===== config.mk =====
export PLATFORM = sky130hd
export DESIGN_NAME = counters_monitor
export DESIGN_NICKNAME = d
export VERILOG_FILES = /design/src/rtl/counters_monitor.sv
export SDC_FILE = /design/constraint.sdc
export NUM_CORES = 1
export LEC_CHECK = 0
export CORE_UTILIZATION = 55
export DETAILED_ROUTE_END_ITERATION = 16
export PLACE_DENSITY = 0.87
export SLEW_MARGIN = 40
export SYNTH_ARGS = -nofsm -noshare
export SYNTH_HDL_FRONTEND = slang
export SYNTH_SLANG_ARGS = --single-unit

===== constraint.sdc =====
create_clock -name clk -period 5.1 [get_ports clk]
set_input_delay 0.765 -clock clk [delete_from_list [all_inputs] [get_ports clk]]
set_output_delay 0.765 -clock clk [all_outputs]
set_load 0.01 [all_outputs]

===== src/rtl/counters_monitor.sv =====
// counters_monitor
// ----------------
// Watches the summed output of a four-counter bank and checks it against
// four locally kept shadow counters.
//   s1 : SIZE bits, s2/s3 : SIZE/2 bits, s4 : SIZE/8 bits, each wrapping.
// Every valid sample advances the shadow selected by `phase` (round robin
// s1,s2,s3,s4). The post-increment sum of the shadows is compared with the
// incoming sum. The monitor locks onto the stream when it sees a zero sum.
// It drops lock on the first mismatch and hunts for the next zero sum.
//
// Ports
//   clk        in   clock, rising edge
//   rst        in   asynchronous active-high reset
//   in_valid   in   in_sum carries a sample this cycle
//   in_sum     in   [2*SIZE-1:0] summed counter-bank value under check
//   clr        in   synchronous clear of err_sticky / err_cnt
//   locked     out  monitor is tracking the stream
//   err        out  one-cycle pulse after a mismatched sample
//   err_sticky out  set by any mismatch, held until clr or rst
//   err_cnt    out  [7:0] saturating mismatch count
//   phase      out  [1:0] shadow counter advanced by the next sample
//
// Build option
//   COUNTERS_MONITOR_RESYNC_EN : when defined, a mismatched zero-sum sample
//   seen while locked counts as a source reset. The monitor relocks silently.
//
// Parameter SIZE must be a multiple of 8 and >= 8.

module counters_monitor #(
  parameter int SIZE = 8
) (
  input  logic              clk,
  input  logic              rst,
  input  logic              in_valid,
  input  logic [2*SIZE-1:0] in_sum,
  input  logic              clr,
  output logic              locked,
  output logic              err,
  output logic              err_sticky,
  output logic [7:0]        err_cnt,
  output logic [1:0]        phase
);

  localparam int W1 = SIZE;
  localparam int W2 = SIZE / 2;
  localparam int W4 = SIZE / 8;
  localparam int SW = 2 * SIZE;

  typedef enum logic [1:0] {
    HUNT = 2'd0,
    LOCK = 2'd1,
    FAIL = 2'd2
  } state_t;

  state_t          state_q, state_d;
  logic [W1-1:0]   s1_q, s1_d, s1_n;
  logic [W2-1:0]   s2_q, s2_d, s2_n;
  logic [W2-1:0]   s3_q, s3_d, s3_n;
  logic [W4-1:0]   s4_q, s4_d, s4_n;
  logic [1:0]      phase_q, phase_d;
  logic            locked_q, locked_d;
  logic            err_q, err_d;
  logic            sticky_q, sticky_d;
  logic [7:0]      cnt_q, cnt_d;
  logic [SW-1:0]   exp_sum_s;
  logic            mismatch_s;
  logic            sum_zero_s;

  // Post-increment shadow candidates and the expected sum they produce.
  always_comb begin
    s1_n = s1_q;
    s2_n = s2_q;
    s3_n = s3_q;
    s4_n = s4_q;
    case (phase_q)
      2'd0:    s1_n = s1_q + W1'(1'b1);
      2'd1:    s2_n = s2_q + W2'(1'b1);
      2'd2:    s3_n = s3_q + W2'(1'b1);
      2'd3:    s4_n = s4_q + W4'(1'b1);
      default: s1_n = s1_q;
    endcase
    exp_sum_s  = SW'(s1_n) + SW'(s2_n) + SW'(s3_n) + SW'(s4_n);
    sum_zero_s = (in_sum == {SW{1'b0}});
  end

  // Next-state, shadow, phase and error bookkeeping.
  always_comb begin
    state_d    = state_q;
    s1_d       = s1_q;
    s2_d       = s2_q;
    s3_d       = s3_q;
    s4_d       = s4_q;
    phase_d    = phase_q;
    err_d      = 1'b0;
    mismatch_s = 1'b0;
    case (state_q)
      HUNT, FAIL: begin
        if (in_valid && sum_zero_s) begin
          state_d = LOCK;
          s1_d    = {W1{1'b0}};
          s2_d    = {W2{1'b0}};
          s3_d    = {W2{1'b0}};
          s4_d    = {W4{1'b0}};
          phase_d = 2'd0;
        end else begin
          state_d = state_q;
        end
      end
      LOCK: begin
        if (in_valid) begin
          s1_d    = s1_n;
          s2_d    = s2_n;
          s3_d    = s3_n;
          s4_d    = s4_n;
          phase_d = phase_q + 2'd1;
          if (exp_sum_s != in_sum) begin
`ifdef COUNTERS_MONITOR_RESYNC_EN
            if (sum_zero_s) begin
              // Source counters were reset: follow them without flagging.
              s1_d    = {W1{1'b0}};
              s2_d    = {W2{1'b0}};
              s3_d    = {W2{1'b0}};
              s4_d    = {W4{1'b0}};
              phase_d = 2'd0;
            end else begin
              mismatch_s = 1'b1;
              err_d      = 1'b1;
              state_d    = FAIL;
            end
`else
            mismatch_s = 1'b1;
            err_d      = 1'b1;
            state_d    = FAIL;
`endif
          end else begin
            state_d = LOCK;
          end
        end else begin
          state_d = LOCK;
        end
      end
      default: state_d = HUNT;
    endcase

    // Clear beats a simultaneous mismatch for the sticky flag and counter.
    if (clr) begin
      sticky_d = 1'b0;
      cnt_d    = 8'd0;
    end else if (mismatch_s) begin
      sticky_d = 1'b1;
      cnt_d    = (cnt_q == 8'd255) ? cnt_q : cnt_q + 8'd1;
    end else begin
      sticky_d = sticky_q;
      cnt_d    = cnt_q;
    end

    locked_d = (state_d == LOCK);
  end

  // State and output registers, asynchronously reset.
  always_ff @(posedge clk or posedge rst) begin
    if (rst) begin
      state_q  <= HUNT;
      s1_q     <= {W1{1'b0}};
      s2_q     <= {W2{1'b0}};
      s3_q     <= {W2{1'b0}};
      s4_q     <= {W4{1'b0}};
      phase_q  <= 2'd0;
      locked_q <= 1'b0;
      err_q    <= 1'b0;
      sticky_q <= 1'b0;
      cnt_q    <= 8'd0;
    end else begin
      state_q  <= state_d;
      s1_q     <= s1_d;
      s2_q     <= s2_d;
      s3_q     <= s3_d;
      s4_q     <= s4_d;
      phase_q  <= phase_d;
      locked_q <= locked_d;
      err_q    <= err_d;
      sticky_q <= sticky_d;
      cnt_q    <= cnt_d;
    end
  end

  assign locked     = locked_q;
  assign err        = err_q;
  assign err_sticky = sticky_q;
  assign err_cnt    = cnt_q;
  assign phase      = phase_q;

endmodule


Word level (Yosys, flattened, before mapping):

Cells that the tools add are included.

* register bits: 32
* input bits: 20
* output and inout bits: 13
* word-level logic and storage cells: 69

* add/subtract/negate cells: 9
* equal/unequal tests: 11
* mux-type cells: 30
* reduce and logical (&&, ||, !) cells: 9

Operators by type and width (number)
* $mux W8: 6
* $mux W4: 5
* $add A8 B1 Y8 const B: 2
* $logic_not A16 Y1: 1
* $ne A11 B16 Y1: 1
* $pmux W4 S2: 2
* $pmux W8 S2: 1
* $add A10 B1 Y11: 1
* $add A9 B4 Y10: 1
* $mux W2: 5
* $add A8 B4 Y9: 1
* $add A4 B1 Y4 const B: 2
* $eq A8 B8 Y1 const B: 1
* $mux W1: 8
* $pmux W2 S2: 2
* $eq A2 B1 Y1 const B: 3
* $eq A2 B2 Y1 const B: 3
* $ne A2 B2 Y1 const B: 3
* $logic_not A2 Y1: 2
* $reduce_bool A2 Y1: 2
* $reduce_and A3 Y1: 1
* $add A2 B1 Y2 const B: 1
* $pmux W1 S2: 1
* $reduce_and A2 Y1: 1
* 3 further kinds: 3

Logic depth before layout (Yosys ltp):

* depth in word-level cells: 11
* depth in mapped cells: 15
* depth with buffers taken out: 14

Worst setup path after synthesis:

Ideal clock, no wire load.

* path type: register -> register
* start: register phase_q[0] (netlist: phase[0])
* end: register cnt_q[7] (netlist: err_cnt[7])
* setup time: 0.128 ns
* arrival time: 3.578 ns
* required time: 4.972 ns
* slack: 1.395 ns
* stages on the path, launching flop included: 16
* path buffers: 1
* clock period less this slack: 3.705 ns
* cell sequence: dfrtp_1 -> inv_1 -> ha_1 -> buf_4 -> and4_1 -> xnor2_1 -> fa_1 -> inv_1 -> ha_1 -> nand2_1 -> a21oi_1 -> nor2_1 -> or4_1 -> o311a_2 -> a21oi_1 -> mux2_1

* word-level cells in the longest chain between the ends: 11
* elaborated cells on any way between the ends: 17
* classes of those cells: 3 x add/sub; 4 x eq/ne; 7 x mux; 3 x reduce/logical

RTL lines
* start: declaration: RTL line 60 `logic [1:0] phase_q, phase_d;`
* start signal: assignment: RTL line 179 `phase_q <= phase_d;`
* $eq A2 B1 Y1 or $logic_not A2 Y1 (tied branches): RTL line 75 `case (phase_q)`
* $mux W4 or $mux W8 (tied branches): RTL line 75
* $add A8 B4 Y9: RTL line 82 `exp_sum_s = SW'(s1_n) + SW'(s2_n) + SW'(s3_n) + SW'(s4_n);`
* $add A9 B4 Y10: RTL line 82
* $add A10 B1 Y11 (*): RTL line 82
* $ne A11 B16 Y1 (*): RTL line 116 `if (exp_sum_s != in_sum) begin`
* $mux W1 (*): RTL line 116
* $mux W1 (*): RTL line 110 `if (in_valid) begin`
* $mux W1 (*): RTL line 96 `case (state_q)`
* $reduce_bool A2 Y1 (no line) (*)
* $reduce_and A2 Y1 (no line) (*)
* end signal: assignment: RTL line 183 `cnt_q <= cnt_d;`
* end: declaration: RTL line 64 `logic [7:0] cnt_q, cnt_d;`

Every way passes the cells marked *; elsewhere a longest branch is shown, timed or not.
A chain may end at the register's enable or synchronous reset.

Worst setup path after layout:

* start: register phase_q[0] (netlist: phase[0])
* end: register cnt_q[3] (netlist: err_cnt[3])

Same word-level chain as after synthesis.

==> run metrics <==
Synth Warn # 0; hpwl dp 3918 um; Hold Path Cell Cnt 2; share of the synthesized area in the top cell type 0.3328; port bufs 32; Slew @ Worst Pin 0.8111 ns; crit share post-route 0.8065; Power, Total between 0.4 and 0.5 mW; post-CTS sizing 0; Antenna diodes 0; GR Layer Usage met2 0.3946; top cells by count, synth dfrtp_1 (32), o21ai_0 (25), nand2_1 (24); GR peak layer met2; DRC Markers 0; Sw Ratio 0.2227; Core Rows 23; largest fanout on the critical path 11; CTS tree built; Post-Syn Area 0.002406 mm2; PD cells 174.3 mW/mm2; number of buffers created by CTS 5; share of cells above drive strength 1 0.07797; Post-synth ARST share 1.000; initial core utilization 0.5888; GR Util met3 0.05333; Final setup viols 0; Worst EP required 5.26 ns; dominant synthesized flop cell dfrtp_1; CP arrival 4.28 ns; status completed; CP Class register to register; synthesized instance count 265; register share of total power 0.514; largest net degree at the start of global routing 33; FF+latch count, synth 32; wire per inst approximately 15 um; Net Count, Synth 303; Die Y ~68 um; RSZ-0062 raised after global routing false; Die Area between 0.004 and 0.005 mm2; H-tree levels 2; sequential share of the synthesized area 0.3328; placed cell count 337; Worst-path clk slew 0.06 ns; worst reg2reg path depth 14; initial antenna violation count 0; cell taking the most area after synthesis dfrtp_1; Clk Latency, worst-skew pair approximately 0.28 ns; Comb power frac 0.076; Synth-to-Final Area Change 17.73%; most frequent cell after synthesis dfrtp_1; Pins Over Slew Limit 0; clk root buf clkbuf_8; Via Count 2,012; Core ar. 0.004086 mm2; Post-Route Setup TNS 0 ns; final number of hold-violating endpoints 0; grt met1 use 0.3369; initial DRC count approximately 120; CTS max path bufs 2; antenna violation net count after detailed routing 0; GRT overflow 0; Achievable Freq about 240 MHz; P_leak 1.284 nW; vias in the first global route 1,943; first-pass GRT wire length 8611 um; internal power 0.3838 mW; worst min path class register to register; overall routed net length 5244 um; Peak supply drop 0.1090 mV; final core area utilization 0.6932; Die Width 68.14 um; clock sinks 32; post-synth cell types 48; switching power 0.1100 mW; Finished Layout Cells 345; clock network power share 0.410; Synth Area per Inst 9.079 um2; gr usage total 0.2508; I/O pin cnt 33; first-pass iteration count of the detailed router 4; vias per cell slightly below 6; final hold slack 0.5067 ns; Final Skew 0.004900 ns; Setup crit start kind register; Final min period 4.113 ns; GP Congestion around 0.9; dominant cells by area after synthesis dfrtp_1 (33%), ha_1 (6.8%), o21ai_0 (5.2%), xnor2_1 (4.7%), fa_1 (4.2%); Layout Nets roughly 330; CTS Hold Bufs 0; Slew HR 0.4578; Post-CTS Setup Inserts 0; Crit. End Element register; number of synthesized flops with an enable pin 0; number of max-cap violations 0
[metrics by stage]
stage               worst slack (ns)  cell area, um2
floorplan                      1.395            2406
global placement               1.144            2740
detailed placement             1.079            2743
CTS                            1.031            2833
global route                  0.7574            2833
finish                        0.9867            2833
[placed cells by master (no fill, tap or decap), drive strengths merged, types with 2 or more instances in the layout]
cell type      synthesis  final
dfrtp                 32     32
clkdlybuf4s50          0     32
o21ai                 28     28
nand2                 25     25
nor2                  22     22
inv                   16     16
xnor2                 13     13
ha                    13     13
nand3                 11     11
a21oi                 11     11
xor2                   9      9
nand4                  9      9
clkbuf                 8      8
nor2b                  7      7
mux2                   7      7
nor4                   6      6
fa                     5      5
nor3                   5      5
o31ai                  4      4
mux2i                  4      4
and3                   3      3
or4                    3      3
and4                   2      2
a31oi                  2      2
xnor3                  2      2
o311a                  2      2
a31o                   2      2
nand2b                 2      2
[path summary, 6_finish.rpt]
path	to	startpoint	slack [ns]
max	err_cnt[3]$_DFFE_PP0P_	phase[0]$_DFFE_PP0P_	0.99
min	s3_q[3]$_DFFE_PP0P_	s3_q[3]$_DFFE_PP0P_	0.51
max reg2reg	err_cnt[3]$_DFFE_PP0P_	phase[0]$_DFFE_PP0P_	0.99
min reg2reg	s3_q[3]$_DFFE_PP0P_	s3_q[3]$_DFFE_PP0P_	0.51
max in group asynchronous	s2_q[3]$_DFFE_PP0P_	rst	3.94
min in group asynchronous	s1_q[4]$_DFFE_PP0P_	rst	0.87
[final cells by class]
class	instances	area, um2
well taps	50	62.56
multi-input cells	206	1491
clock buffers	8	90.09
fillers	321	1254
repair buffers	33	327.8
flip-flops and latches	32	800.8
inverters	16	60.06
[flip-flops by register name, indices dropped and copies added, names as in the netlist]
register and count:
s4_q 1, s3_q 4, locked 1, s1_q 8, s2_q 4, err_sticky 1
phase 2, state_q 2, err 1, err_cnt 8
[metal layers]
layer / vias to the layer above / share of wire
li1: 993 / -
met1: 947 / 0.46
met2: 60 / 0.47
met3: 12 / 0.057
met4: 0 / 0.019
met5: - / 0
[power groups by stage]
stage,logic (mW),clock network (mW),registers [mW]
2_1_floorplan,0.0156,0,0.259
3_3_place_gp,0.0368,0,0.259
5_1_grt,0.0414,0.218,0.254
3_5_place_dp,0.0378,0,0.259
4_1_cts,0.0379,0.207,0.254
6_report,0.0375,0.202,0.254
[cells by family after synthesis]
| logic type | synth area share |
|---|---|
| and+or+nand+nor | 0.2215 |
| AOI/OAI and AO/OA | 0.1383 |
| buffers and inverters | 0.04836 |
| xor gates and xnor gates | 0.09880 |
| adders and majority gates | 0.1092 |
| DFF | 0.3328 |
| muxes | 0.05096 |
[worst max-delay path: stages, from the launching register on]
cell     delay, ns
dfrtp_1       0.43
inv_1         0.11
ha_1          0.39
and4_1        0.32
xnor2_1       0.11
fa_1          0.54
inv_1         0.04
ha_1          0.32
nand2_1       0.09
a21oi_1       0.20
nor2_1        0.11
or4_1         0.56
o311a_2       0.22
a21oi_1       0.22
mux2_1        0.34
No activity file was read; power rests on OpenSTA's default activity.
